===== src/rtl/cp0_exc_if.sv =====
// CP0 exception unit bus: mtc0/mfc0 access, M-stage exception inputs,
// and the redirect/EPC outputs toward the fetch and eret muxes.
interface cp0_exc_if;
  logic [4:0]  cp0_addr;
  logic        mtc0_we;
  logic [31:0] wdata;
  logic [31:0] rdata;
  logic [31:0] pc_m;
  logic        bd_m;
  logic        exc_valid_m;
  logic [4:0]  exc_code_m;
  logic        eret_m;
  logic [5:0]  hw_int;
  logic        exc_take;
  logic [31:0] exc_pc;
  logic [31:0] epc_out;
  logic        exl_out;

  modport master (
    output cp0_addr, mtc0_we, wdata,
    output pc_m, bd_m, exc_valid_m,
    output exc_code_m, eret_m, hw_int,
    input  rdata, exc_take, exc_pc,
    input  epc_out, exl_out
  );

  modport slave (
    input  cp0_addr, mtc0_we, wdata,
    input  pc_m, bd_m, exc_valid_m,
    input  exc_code_m, eret_m, hw_int,
    output rdata, exc_take, exc_pc,
    output epc_out, exl_out
  );
endinterface


===== src/rtl/cp0_exc_unit.sv =====
// Coprocessor-0 exception unit beside the M stage: SR, Cause, EPC,
// exception/interrupt entry, mtc0/mfc0 and eret EXL clear.
module cp0_exc_unit #(
  parameter logic [31:0] PRID    = 32'h0000_4300,
  parameter logic [31:0] HANDLER = 32'h0000_4180
) (
  input logic      clk,
  input logic      rst_n,
  cp0_exc_if.slave bus
);

  logic [5:0]  sr_im;
  logic        sr_exl;
  logic        sr_ie;
  logic        cause_bd;
  logic [5:0]  cause_ip;
  logic [4:0]  cause_exc;
  logic [31:0] epc_q;

  logic        irq;
  logic        take;
  logic [31:0] epc_next;
  logic [31:0] sr_word;
  logic [31:0] cause_word;
  logic [31:0] rd_data;
  logic        sel_sr;
  logic        sel_cause;
  logic        sel_epc;
  logic        sel_prid;

  // irq looks at the live lines so an interrupt is taken without IP lag
  assign irq = (|(bus.hw_int & sr_im))
             & sr_ie & ~sr_exl;
  assign take = ~sr_exl & (irq | bus.exc_valid_m);

  assign epc_next = (bus.bd_m
    ? bus.pc_m - 32'd4
    : bus.pc_m) & 32'hFFFF_FFFC;

  assign sr_word = {16'd0, sr_im, 8'd0,
                    sr_exl, sr_ie};
  assign cause_word = {cause_bd, 15'd0, cause_ip,
                       3'd0, cause_exc, 2'b00};

  assign sel_sr    = bus.cp0_addr == 5'd12;
  assign sel_cause = bus.cp0_addr == 5'd13;
  assign sel_epc   = bus.cp0_addr == 5'd14;
  assign sel_prid  = bus.cp0_addr == 5'd15;

  always_comb begin
    rd_data = 32'd0;
    unique case (1'b1)
      sel_sr:    rd_data = sr_word;
      sel_cause: rd_data = cause_word;
      sel_epc:   rd_data = epc_q;
      sel_prid:  rd_data = PRID;
      default:   rd_data = 32'd0;
    endcase
  end

  assign bus.rdata    = rd_data;
  assign bus.exc_take = take;
  assign bus.exc_pc   = HANDLER;
  assign bus.epc_out  = epc_q;
  assign bus.exl_out  = sr_exl;

  always_ff @(posedge clk) begin
    if (!rst_n) begin
      sr_im     <= 6'd0;
      sr_exl    <= 1'b0;
      sr_ie     <= 1'b0;
      cause_bd  <= 1'b0;
      cause_ip  <= 6'd0;
      cause_exc <= 5'd0;
      epc_q     <= 32'd0;
    end else begin
      cause_ip <= bus.hw_int;
      if (take) begin
        sr_exl    <= 1'b1;
        cause_bd  <= bus.bd_m;
        cause_exc <= irq ? 5'd0 : bus.exc_code_m;
        epc_q     <= epc_next;
      end else begin
        if (bus.mtc0_we && sel_sr) begin
          sr_im  <= bus.wdata[15:10];
          sr_exl <= bus.wdata[1];
          sr_ie  <= bus.wdata[0];
        end
        if (bus.mtc0_we && sel_epc)
          epc_q <= bus.wdata & 32'hFFFF_FFFC;
        // eret wins over a same-cycle mtc0 to SR for EXL only
        if (bus.eret_m)
          sr_exl <= 1'b0;
      end
    end
  end

endmodule


===== src/flat_wrapper.sv =====
// flat-port wrapper written by rule: the top's interface ports become plain ports
module cp0_exc_unit_flat 
#(
  parameter logic [31:0] PRID    = 32'h0000_4300,
  parameter logic [31:0] HANDLER = 32'h0000_4180
)
  (clk, rst_n, bus_cp0_addr, bus_mtc0_we, bus_wdata, bus_pc_m, bus_bd_m, bus_exc_valid_m, bus_exc_code_m, bus_eret_m, bus_hw_int, bus_rdata, bus_exc_take, bus_exc_pc, bus_epc_out, bus_exl_out);
  cp0_exc_if bus_i ();
  input logic clk;
  input logic rst_n;
  input wire logic [$bits(bus_i.cp0_addr)-1:0] bus_cp0_addr;
  input wire logic [$bits(bus_i.mtc0_we)-1:0] bus_mtc0_we;
  input wire logic [$bits(bus_i.wdata)-1:0] bus_wdata;
  input wire logic [$bits(bus_i.pc_m)-1:0] bus_pc_m;
  input wire logic [$bits(bus_i.bd_m)-1:0] bus_bd_m;
  input wire logic [$bits(bus_i.exc_valid_m)-1:0] bus_exc_valid_m;
  input wire logic [$bits(bus_i.exc_code_m)-1:0] bus_exc_code_m;
  input wire logic [$bits(bus_i.eret_m)-1:0] bus_eret_m;
  input wire logic [$bits(bus_i.hw_int)-1:0] bus_hw_int;
  output wire logic [$bits(bus_i.rdata)-1:0] bus_rdata;
  output wire logic [$bits(bus_i.exc_take)-1:0] bus_exc_take;
  output wire logic [$bits(bus_i.exc_pc)-1:0] bus_exc_pc;
  output wire logic [$bits(bus_i.epc_out)-1:0] bus_epc_out;
  output wire logic [$bits(bus_i.exl_out)-1:0] bus_exl_out;
  assign bus_i.cp0_addr = bus_cp0_addr;
  assign bus_i.mtc0_we = bus_mtc0_we;
  assign bus_i.wdata = bus_wdata;
  assign bus_i.pc_m = bus_pc_m;
  assign bus_i.bd_m = bus_bd_m;
  assign bus_i.exc_valid_m = bus_exc_valid_m;
  assign bus_i.exc_code_m = bus_exc_code_m;
  assign bus_i.eret_m = bus_eret_m;
  assign bus_i.hw_int = bus_hw_int;
  assign bus_rdata = bus_i.rdata;
  assign bus_exc_take = bus_i.exc_take;
  assign bus_exc_pc = bus_i.exc_pc;
  assign bus_epc_out = bus_i.epc_out;
  assign bus_exl_out = bus_i.exl_out;
  cp0_exc_unit #(.PRID(PRID), .HANDLER(HANDLER)) u_core (.clk(clk), .rst_n(rst_n), .bus(bus_i));
endmodule

===== config.mk =====
export PLATFORM = sky130hd
export DESIGN_NAME = cp0_exc_unit_flat
export DESIGN_NICKNAME = d
export VERILOG_FILES = /design/src/rtl/cp0_exc_if.sv /design/src/rtl/cp0_exc_unit.sv /design/src/flat_wrapper.sv
export SDC_FILE = /design/constraint.sdc
export NUM_CORES = 1
export LEC_CHECK = 0
export ABC_CLOCK_PERIOD_IN_PS = 2420
export CORE_ASPECT_RATIO = 0.6
export CORE_UTILIZATION = 40
export CTS_CLUSTER_SIZE = 25
export DETAILED_ROUTE_END_ITERATION = 16
export HOLD_SLACK_MARGIN = 0.15
export PLACE_DENSITY = 0.93
export SETUP_SLACK_MARGIN = 0.02
export SYNTH_ARGS = -nofsm -noshare
export SYNTH_HDL_FRONTEND = slang
export SYNTH_SLANG_ARGS = --single-unit
export TNS_END_PERCENT = 5

===== constraint.sdc =====
create_clock -name clk -period 2.42 [get_ports clk]
set_input_delay 0.363 -clock clk [delete_from_list [all_inputs] [get_ports clk]]
set_output_delay 0.363 -clock clk [all_outputs]
set_load 0.1 [all_outputs]

Yosys cells after proc, flatten, opt, wreduce, memory -nomap -nowiden
Index checks and enable logic that the tools add are counted.
{ "word_totals": {"reg_bits": 50, "mem_bits_rw": 0, "elab_cells": 33, "latchBits": 0, "mem_bits_ro": 0, "in_bits": 86, "mem_count": 0} }
{ "op_classes": {"addsub": 1, "eq_ne": 4, "mux": 8, "shifts": 0, "bitwise": 7, "reduce_logical": 6, "mul": 0, "order_cmp": 0, "div_mod_pow": 0} }
{ "op_table": {"columns": ["op", "count"], "rows": [
  ["case mux 32 bit (4 select lines)", 1],
  ["two-way mux 32 bit", 3],
  ["subtractor 32 x 3 -> 32 bit (second input constant)", 1],
  ["== test 5 x 4 -> 1 bit (second input constant)", 4],
  ["AND 6 bit", 1],
  ["OR reduction 6 bit", 1],
  ["two-way mux 5 bit", 1],
  ["AND 1 bit", 3],
  ["two-way mux 1 bit", 3],
  ["nonzero test 3 bit", 1],
  ["logical AND 1 bit", 2],
  ["NOT 1 bit", 2],
  ["AND reduction 2 bit", 1],
  ["nonzero test 2 bit", 1],
  ["bitwise OR 1 bit", 1]
]} }

Logic depth before layout (Yosys ltp)
Gate-level depths: netlist (run 1).
{ "logic_depth": {"ltp_word": 8, "depth_mapped": 7, "ltp_nobuf": 6} }

Worst setup path after synthesis (run 1)
OpenSTA, ideal clock, no wires.
{ "synth_path": {"kind": "register to output", "startpoint": "register u_core.epc_q[14], in the netlist u_core.bus.epc_out[14]", "endpoint": "output port bus_rdata[14]", "path_stages_with_launch": 3, "slack_ns": -1.354, "n_path_buf": 0, "arrival_ns": 3.411, "required_ns": 2.057, "path_cell_list": "dfxtp_1 > inv_1 > a221oi_1"} }
{ "synth_via": {"elab_chain_len": 1} }
{ "synth_lines": {"columns": ["element", "line_no", "source"], "rows": [
  ["start: declaration", "cp0_exc_unit.sv:18", "logic [31:0] epc_q;"],
  ["start signal: assignment", "cp0_exc_unit.sv:82", "epc_q <= epc_next;"],
  ["start signal: assignment", "cp0_exc_unit.sv:90", "epc_q <= bus.wdata & 32'hFFFF_FFFC;"],
  ["case mux 32 bit (4 select lines)", "cp0_exc_unit.sv:52", "unique case (1'b1)"],
  ["end: declaration", "flat_wrapper.sv:20", "output wire logic [$bits(bus_i.rdata)-1:0] bus_rdata;"]
]} }
No other way between the ends.

Worst setup path in the final report (run 1)
{ "layout_path": {"startpoint": "input port bus_pc_m[17]", "endpoint": "register u_core.epc_q[28], in the netlist u_core.bus.epc_out[28]"} }
{ "layout_via": {"elab_chain_len": 3} }
{ "layout_lines": {"columns": ["element", "line_no", "source"], "rows": [
  ["start: declaration", "flat_wrapper.sv:14", "input wire logic [$bits(bus_i.pc_m)-1:0] bus_pc_m;"],
  ["subtractor 32 x 3 -> 32 bit", "cp0_exc_unit.sv:37", "? bus.pc_m - 32'd4"],
  ["two-way mux 32 bit", "cp0_exc_unit.sv:37", null],
  ["two-way mux 32 bit", "cp0_exc_unit.sv:78", "if (take) begin"]
]} }
No other way between the ends.
A chain may end at the register's enable or synchronous reset.

==> impl_metrics.ini, run 1 <==
[run_status]
status = finished, final reports clean

[placed_design]
dpl.hpwl_mm = 9.49
gp_congestion = 0.955
place_area_sq_um = 5460
placed_cells_incl_taps = 687
portBuffers = 147

[worst_setup_path]
cp-start-kind = primary input
required_ps = 2620
cp_slowest_cell = or4_4
path_delay_family = simple AND/OR/NAND/NOR gates
path_common_cell = or4_4
r2r_cells = 6
worstSetupEndpointType = flip-flop
crit_buf_inv = 2
path_class = in -> reg
r2r_slack_ps = 690
cp_max_fo = 7
worstPathCellList = clkdlybuf4s15_1 -> or4_4 -> or4_4 -> buf_8 -> or4_4 -> a311oi_2
critPathArrivalTime_ps = 2540
slowest_delay_ps = 550
worstReg2RegEnd = u_core.bus.epc_out[23]
reg2reg_from = u_core.sr_im[5]

[yosys]
synthCells = 418
synth_seq_cells = 50
ys_top_cells_by_count = 50 x dfxtp_1, 45 x and3_1, 39 x a211oi_1
yosys.cell_types.count = 50
synthArstFlopShare = 0
synth_flop_cell = dfxtp_1
yosysTopAreaCellShare = 0.294
synth_enable_flop_cells = 0
synth.most_common_cell = dfxtp_1
synth.area.top_cells = dfxtp_1 29%, a211oi_1 8.6%, and3_1 8.3%
syn_area_sq_um = 3410
syn_avg_cell_area_sq_um = 8.15
yosysTopAreaCell = dfxtp_1
synth_seq_area_share = 0.294
synth_warnings = 0

[global_routing]
first_global_vias = 3764
antenna_found_initial = 0
gr-total-overflow = 0
grt_pass1_wl_mm = 19.1
grt.total_usage = 0.275
grt_max_degree = 53

[cells_and_area]
areaGrowthSynthToFinish_pct = 68.0
fin_util = 0.709
diodes = 0
design_area_sq_um = 5720
final_nets = 677
stdcell_count = 699
drive_gt1_frac = 0.281

[power_and_ir_drop]
ir_drop_mv = 0.319
p_int_w = 0.00168
seq_power_share = 0.326
p_sw_frac = 0.404
combPwrFrac = 0.392
p_leak_nw = 2.38
p_sw_w = 0.00114
clockPowerShare = 0.283
p_per_area_nw_per_um2 = 494

[routing]
routed_wirelength_mm = 12.5
vias_per_cell = 5.72
via_count = 3995
drt_iter0_drc = 332
drc = 0
avgRoutedWirePerCell_um = 17.9
final_antenna_net_count = 0
first_pass_iters = 5

[sta]
grt_setup_unrepaired = yes
fmax_mhz = 426
period_needed_ps = 2350
finalSetupViolations = 0
drv_slew = 0
final.period_utilization = 0.970
slew_headroom = 0.635
skew_ps = 4.97
fin_tns_setup_ps = 0
tightestPinTransition_ps = 546
hold_violations = 0

[clock_tree]
cts_hold_buf = 0
cts_tree = built
root_buffer = clkbuf_16
clk_pin_slew_worst_paths_ps = 70
clock_latency_ps = 280
cts_buffers = 5
clockBufferDepth = 2
h-tree-depth = 2
cts_sinks = 50

[worst_hold_path]
hp-start = bus_pc_m[23]
whs_path_depth = 3
hold_end = u_core.bus.epc_out[23]
min_path_type = in -> reg

[run]
cap_violations = 0

[floorplanning]
core_sq_um = 8070
ios = 184
start_util = 0.422
die_h_um = 73.5
chipWidth_um = 121
floorplan.rows = 25
dieArea_sq_um = 8900
[sequential cells by signal, summed over array words and instances (netlist names)]
| signal | cells |
|---|---|
| u_core.sr_ie | 1 |
| u_core.cause_ip | 6 |
| u_core.sr_im | 6 |
| u_core.bus.exl_out | 1 |
| u_core.cause_exc | 5 |
| u_core.cause_bd | 1 |
| u_core.bus.epc_out | 30 |
[power by group through the flow]
| stage | sequential, W | combinational, W | clock [W] |
|---|---|---|---|
| after floorplan | 0.00121 | 0.000511 | 0 |
| after global placement | 0.000935 | 0.00108 | 0 |
| after detailed placement | 0.000936 | 0.00110 | 0 |
| after CTS | 0.000919 | 0.00110 | 0.000813 |
| after global routing | 0.000925 | 0.00115 | 0.000836 |
| final | 0.000920 | 0.00111 | 0.000798 |
[worst reg2reg max path, cell delays in order (launching register included)]
cell and delay [ps]:
dfxtp_1 340, a221o_1 350, o31ai_2 260, inv_2 90
buf_4 230, a211oi_1 260, a311oi_1 80
[placed cells by master, fill, tap and decap left out, types with 6 or more instances in the layout]
cell	instances
buf_12	37
clkbuf_16	6
nor2_2	9
nand3_1	10
clkdlybuf4s50_1	76
and2_1	6
o31ai_1	11
a22oi_1	6
or4_1	7
dfxtp_1	50
mux2i_1	8
o21ai_0	12
and3_1	44
nand2_1	9
a311oi_1	16
conb_1	34
or3_1	8
nor2_1	22
buf_4	80
a21oi_1	15
xor2_1	7
a211oi_1	39
[worst max path at each step]
stage / from / to / slack [ps] / cells after the start
after floorplan: bus_cp0_addr[1] / bus_rdata[24] / -240 / 5
after global placement: bus_pc_m[16] / u_core.bus.epc_out[29] / -450 / 6
after detailed placement: bus_pc_m[16] / u_core.bus.epc_out[29] / -510 / 6
after CTS: bus_pc_m[22] / u_core.bus.epc_out[28] / -2 / 6
after global routing: bus_pc_m[17] / u_core.bus.epc_out[28] / 6 / 6
final: bus_pc_m[17] / u_core.bus.epc_out[28] / 70 / 6
[cells by family after synthesis]
kind of cell	count (synthesis)	synth area share
simple gates	152	0.257
compound gates	118	0.253
buf+inv	76	0.138
flops	50	0.294
xor+xnor	11	0.0283
mux	8	0.0235
other cells	2	0.00221
fa+ha+maj	1	0.00367
[metal layers]
layer | wire length [um] | up-vias | track usage
met4 | 139 | 0 | 0.0645
met5 | 0 | - | 0
met3 | 983 | 15 | 0.0528
li1 | - | 1859 | -
met1 | 5550 | 1921 | 0.365
met2 | 5840 | 200 | 0.462
[final cells by class]
class | count | area [sq um]
clock buffers | 6 | 129
repair buffers | 202 | 2220
fillers | 632 | 2350
inverters | 7 | 26.3
clock inverters | 2 | 37.5
multi-input cells | 324 | 2170
well taps | 108 | 135
flip-flops and latches | 50 | 1000
[per-stage QoR]
stage / hold WS (ps) / worst slack [ps] / total power, W
final: 417 / 71.7 / 0.00283
after global routing: 435 / 6.00 / 0.00291
after CTS: 462 / -1.76 / 0.00283
after detailed placement: 453 / -505 / 0.00203
after global placement: 448 / -446 / 0.00201
after floorplan: 436 / -241 / 0.00172
[what timing repair did]
item / 4_1_cts / 5_1_grt
gates cloned: 0 / 1
resized for setup: 6 / 14
buffers inserted: 3 / 0
endpoints found under the setup margin: 8 / 9
pin swaps: 7 / 4
No activity file was read; power rests on OpenSTA's default activity.
==> inputs of run 2 (changes only) <==
- CORE_MARGIN: not set -> 3
==> run 2 against run 1 <==
Clock power shrank 13%. Register-to-register slack got worse by 160 ps. Hold slack gained 54 ps. Count of clock-buffer cells in the layout fell by 1. Worst setup slack got worse by 47 ps. Cell count fell by 0.29%. Cell area is 1.4% lower. Core utilization fell by 0.98 points. Largest cell class is now multi-input combinational cells. Non-clock buffer count fell by 1. First-iteration DRC count shrank 6.3%. Sequential share of layout area increased by 0.24 points. Sequential power hardly changed.
==> impl_metrics.ini, run 2 (synthesis gave the netlist of run 1 again) <==
[worst_setup_path]
path_class = in -> reg
cp_slowest_cell = or4_4
r2r_slack_ps = 530
critPathArrivalTime_ps = 2600
worstReg2RegEnd = u_core.bus.epc_out[26]
worstSetupEndpoint = u_core.bus.epc_out[27]
r2r_cells = 6
crit_buf_inv = 2
reg2reg_from = u_core.sr_im[5]
required_ps = 2620
slowest_delay_ps = 560
worstSetupStartpoint = bus_pc_m[21]
path_delay_family = simple AND/OR/NAND/NOR gates
worstSetupEndpointType = flip-flop
cp-start-kind = primary input
cp.depth = 6
worstPathCellList = clkdlybuf4s50_1 -> or3_2 -> or4_4 -> buf_4 -> or3_4 -> a311oi_2
cp_max_fo = 8

[power_and_ir_drop]
ir_drop_mv = 0.268
p_leak_nw = 2.32
total_power_w = 0.00273
p_per_area_nw_per_um2 = 484

[placed_design]
portBuffers = 147
place_area_sq_um = 5450
gp_congestion = 0.921
dpl.hpwl_mm = 10.2

[cells_and_area]
largest_register_ffs = 30
design_area_sq_um = 5640
final_nets = 676
diodes = 0
areaGrowthSynthToFinish_pct = 65.7
final_common_cell = buf_4
final_cell_mix = 82 x buf_4, 77 x clkdlybuf4s50_1, 50 x dfxtp_1
drive_gt1_frac = 0.280
fillerInstances = 610

[clock_tree]
h-tree-depth = 2
clk_pin_slew_worst_paths_ps = 70
cts_sinks = 50
root_buffer = clkbuf_16
clock_latency_ps = 290
cts_tree = built
cts_buffers = 5
clockBufferDepth = 2

[global_routing]
antenna_found_initial = 0
grt_pass1_wl_mm = 21.2
gr-total-overflow = 0
grt_max_degree = 53
first_global_vias = 4080
grt.total_usage = 0.266

[routing]
drc = 0
avgRoutedWirePerCell_um = 19.2
vias_per_cell = 5.87
first_pass_iters = 5
drt_iter0_drc = 311
final_antenna_net_count = 0
routed_wirelength_mm = 13.4
via_count = 4092

[worst_hold_path]
min_path_type = reg -> reg

[floorplanning]
die_h_um = 77.5
chipWidth_um = 125
ios = 184
core_sq_um = 8070
floorplan.rows = 25
dieArea_sq_um = 9690
start_util = 0.422

[sta]
hold_violations = 0
drv_slew = 0
fmax_mhz = 417
period_needed_ps = 2400
skew_ps = 4.67
grt_setup_unrepaired = yes
finalSetupViolations = 0
tightestPinTransition_ps = 596
final.period_utilization = 0.990
slew_headroom = 0.602
fin_tns_setup_ps = 0

[run]
cap_violations = 0

[run_status]
status = finished, final reports clean
==> run 2: worst min path at each step <==
stage | startpoint | to | cells past startpoint
2_1_floorplan | u_core.cause_bd | u_core.cause_bd | 2
3_3_place_gp | u_core.cause_bd | u_core.cause_bd | 2
3_5_place_dp | u_core.cause_bd | u_core.cause_bd | 2
4_1_cts | u_core.cause_bd | u_core.cause_bd | 2
5_1_grt | u_core.cause_bd | u_core.cause_bd | 2
6_report | u_core.cause_bd | u_core.cause_bd | 2
==> run 2: per-layer routing <==
metal / global-route usage / part of all wire / wire length, um
met3: 0.0619 / 0.094 / 1260
met1: 0.354 / 0.42 / 5660
met5: 0 / 0 / 0
met4: 0.0628 / 0.014 / 192
met2: 0.441 / 0.47 / 6250
==> run 2: layout make-up <==
class                      count  area, sq um  area share
clock inverter                 2         15.0     0.00266
clock buffer                   5          125      0.0222
multi-input combinational    324         2180       0.386
timing repair buffer         201         2160       0.383
inverter                       7         26.3     0.00466
sequential                    50         1000       0.177
tap                          108          135      0.0239
==> run 2: metrics by stage <==
step | setup WS [ps] | hold slack (ps) | util | std cells
final | 24.3 | 471 | 0.699 | 697
after global routing | -37.3 | 502 | 0.699 | 697
after CTS | 5.19 | 463 | 0.696 | 697
after detailed placement | -494 | 453 | 0.676 | 688
after global placement | -446 | 447 | 0.676 | 688
after floorplan | -241 | 436 | - | 450
==> run 2: worst register-to-register path, delay by kind of cell, from the launching register on <==
family	cells	cell delay [ps]
AO/OA/AOI/OAI	4	1000
buffers and inverters	2	390
flip-flops	1	350
==> run 2: where the power goes <==
group / switching [W] / total, W / internal [W]
Combinational: 0.000795 / 0.00111 / 0.000317
Clock: 0.000320 / 0.000698 / 0.000378
Sequential: 0.0000426 / 0.000918 / 0.000875
==> run 2: timing repair <==
action,CTS,global route
buffers inserted,2,1
hold buffers,0,0
gates resized for setup,10,7
pin swaps,3,3
setup endpoints to repair,14,13
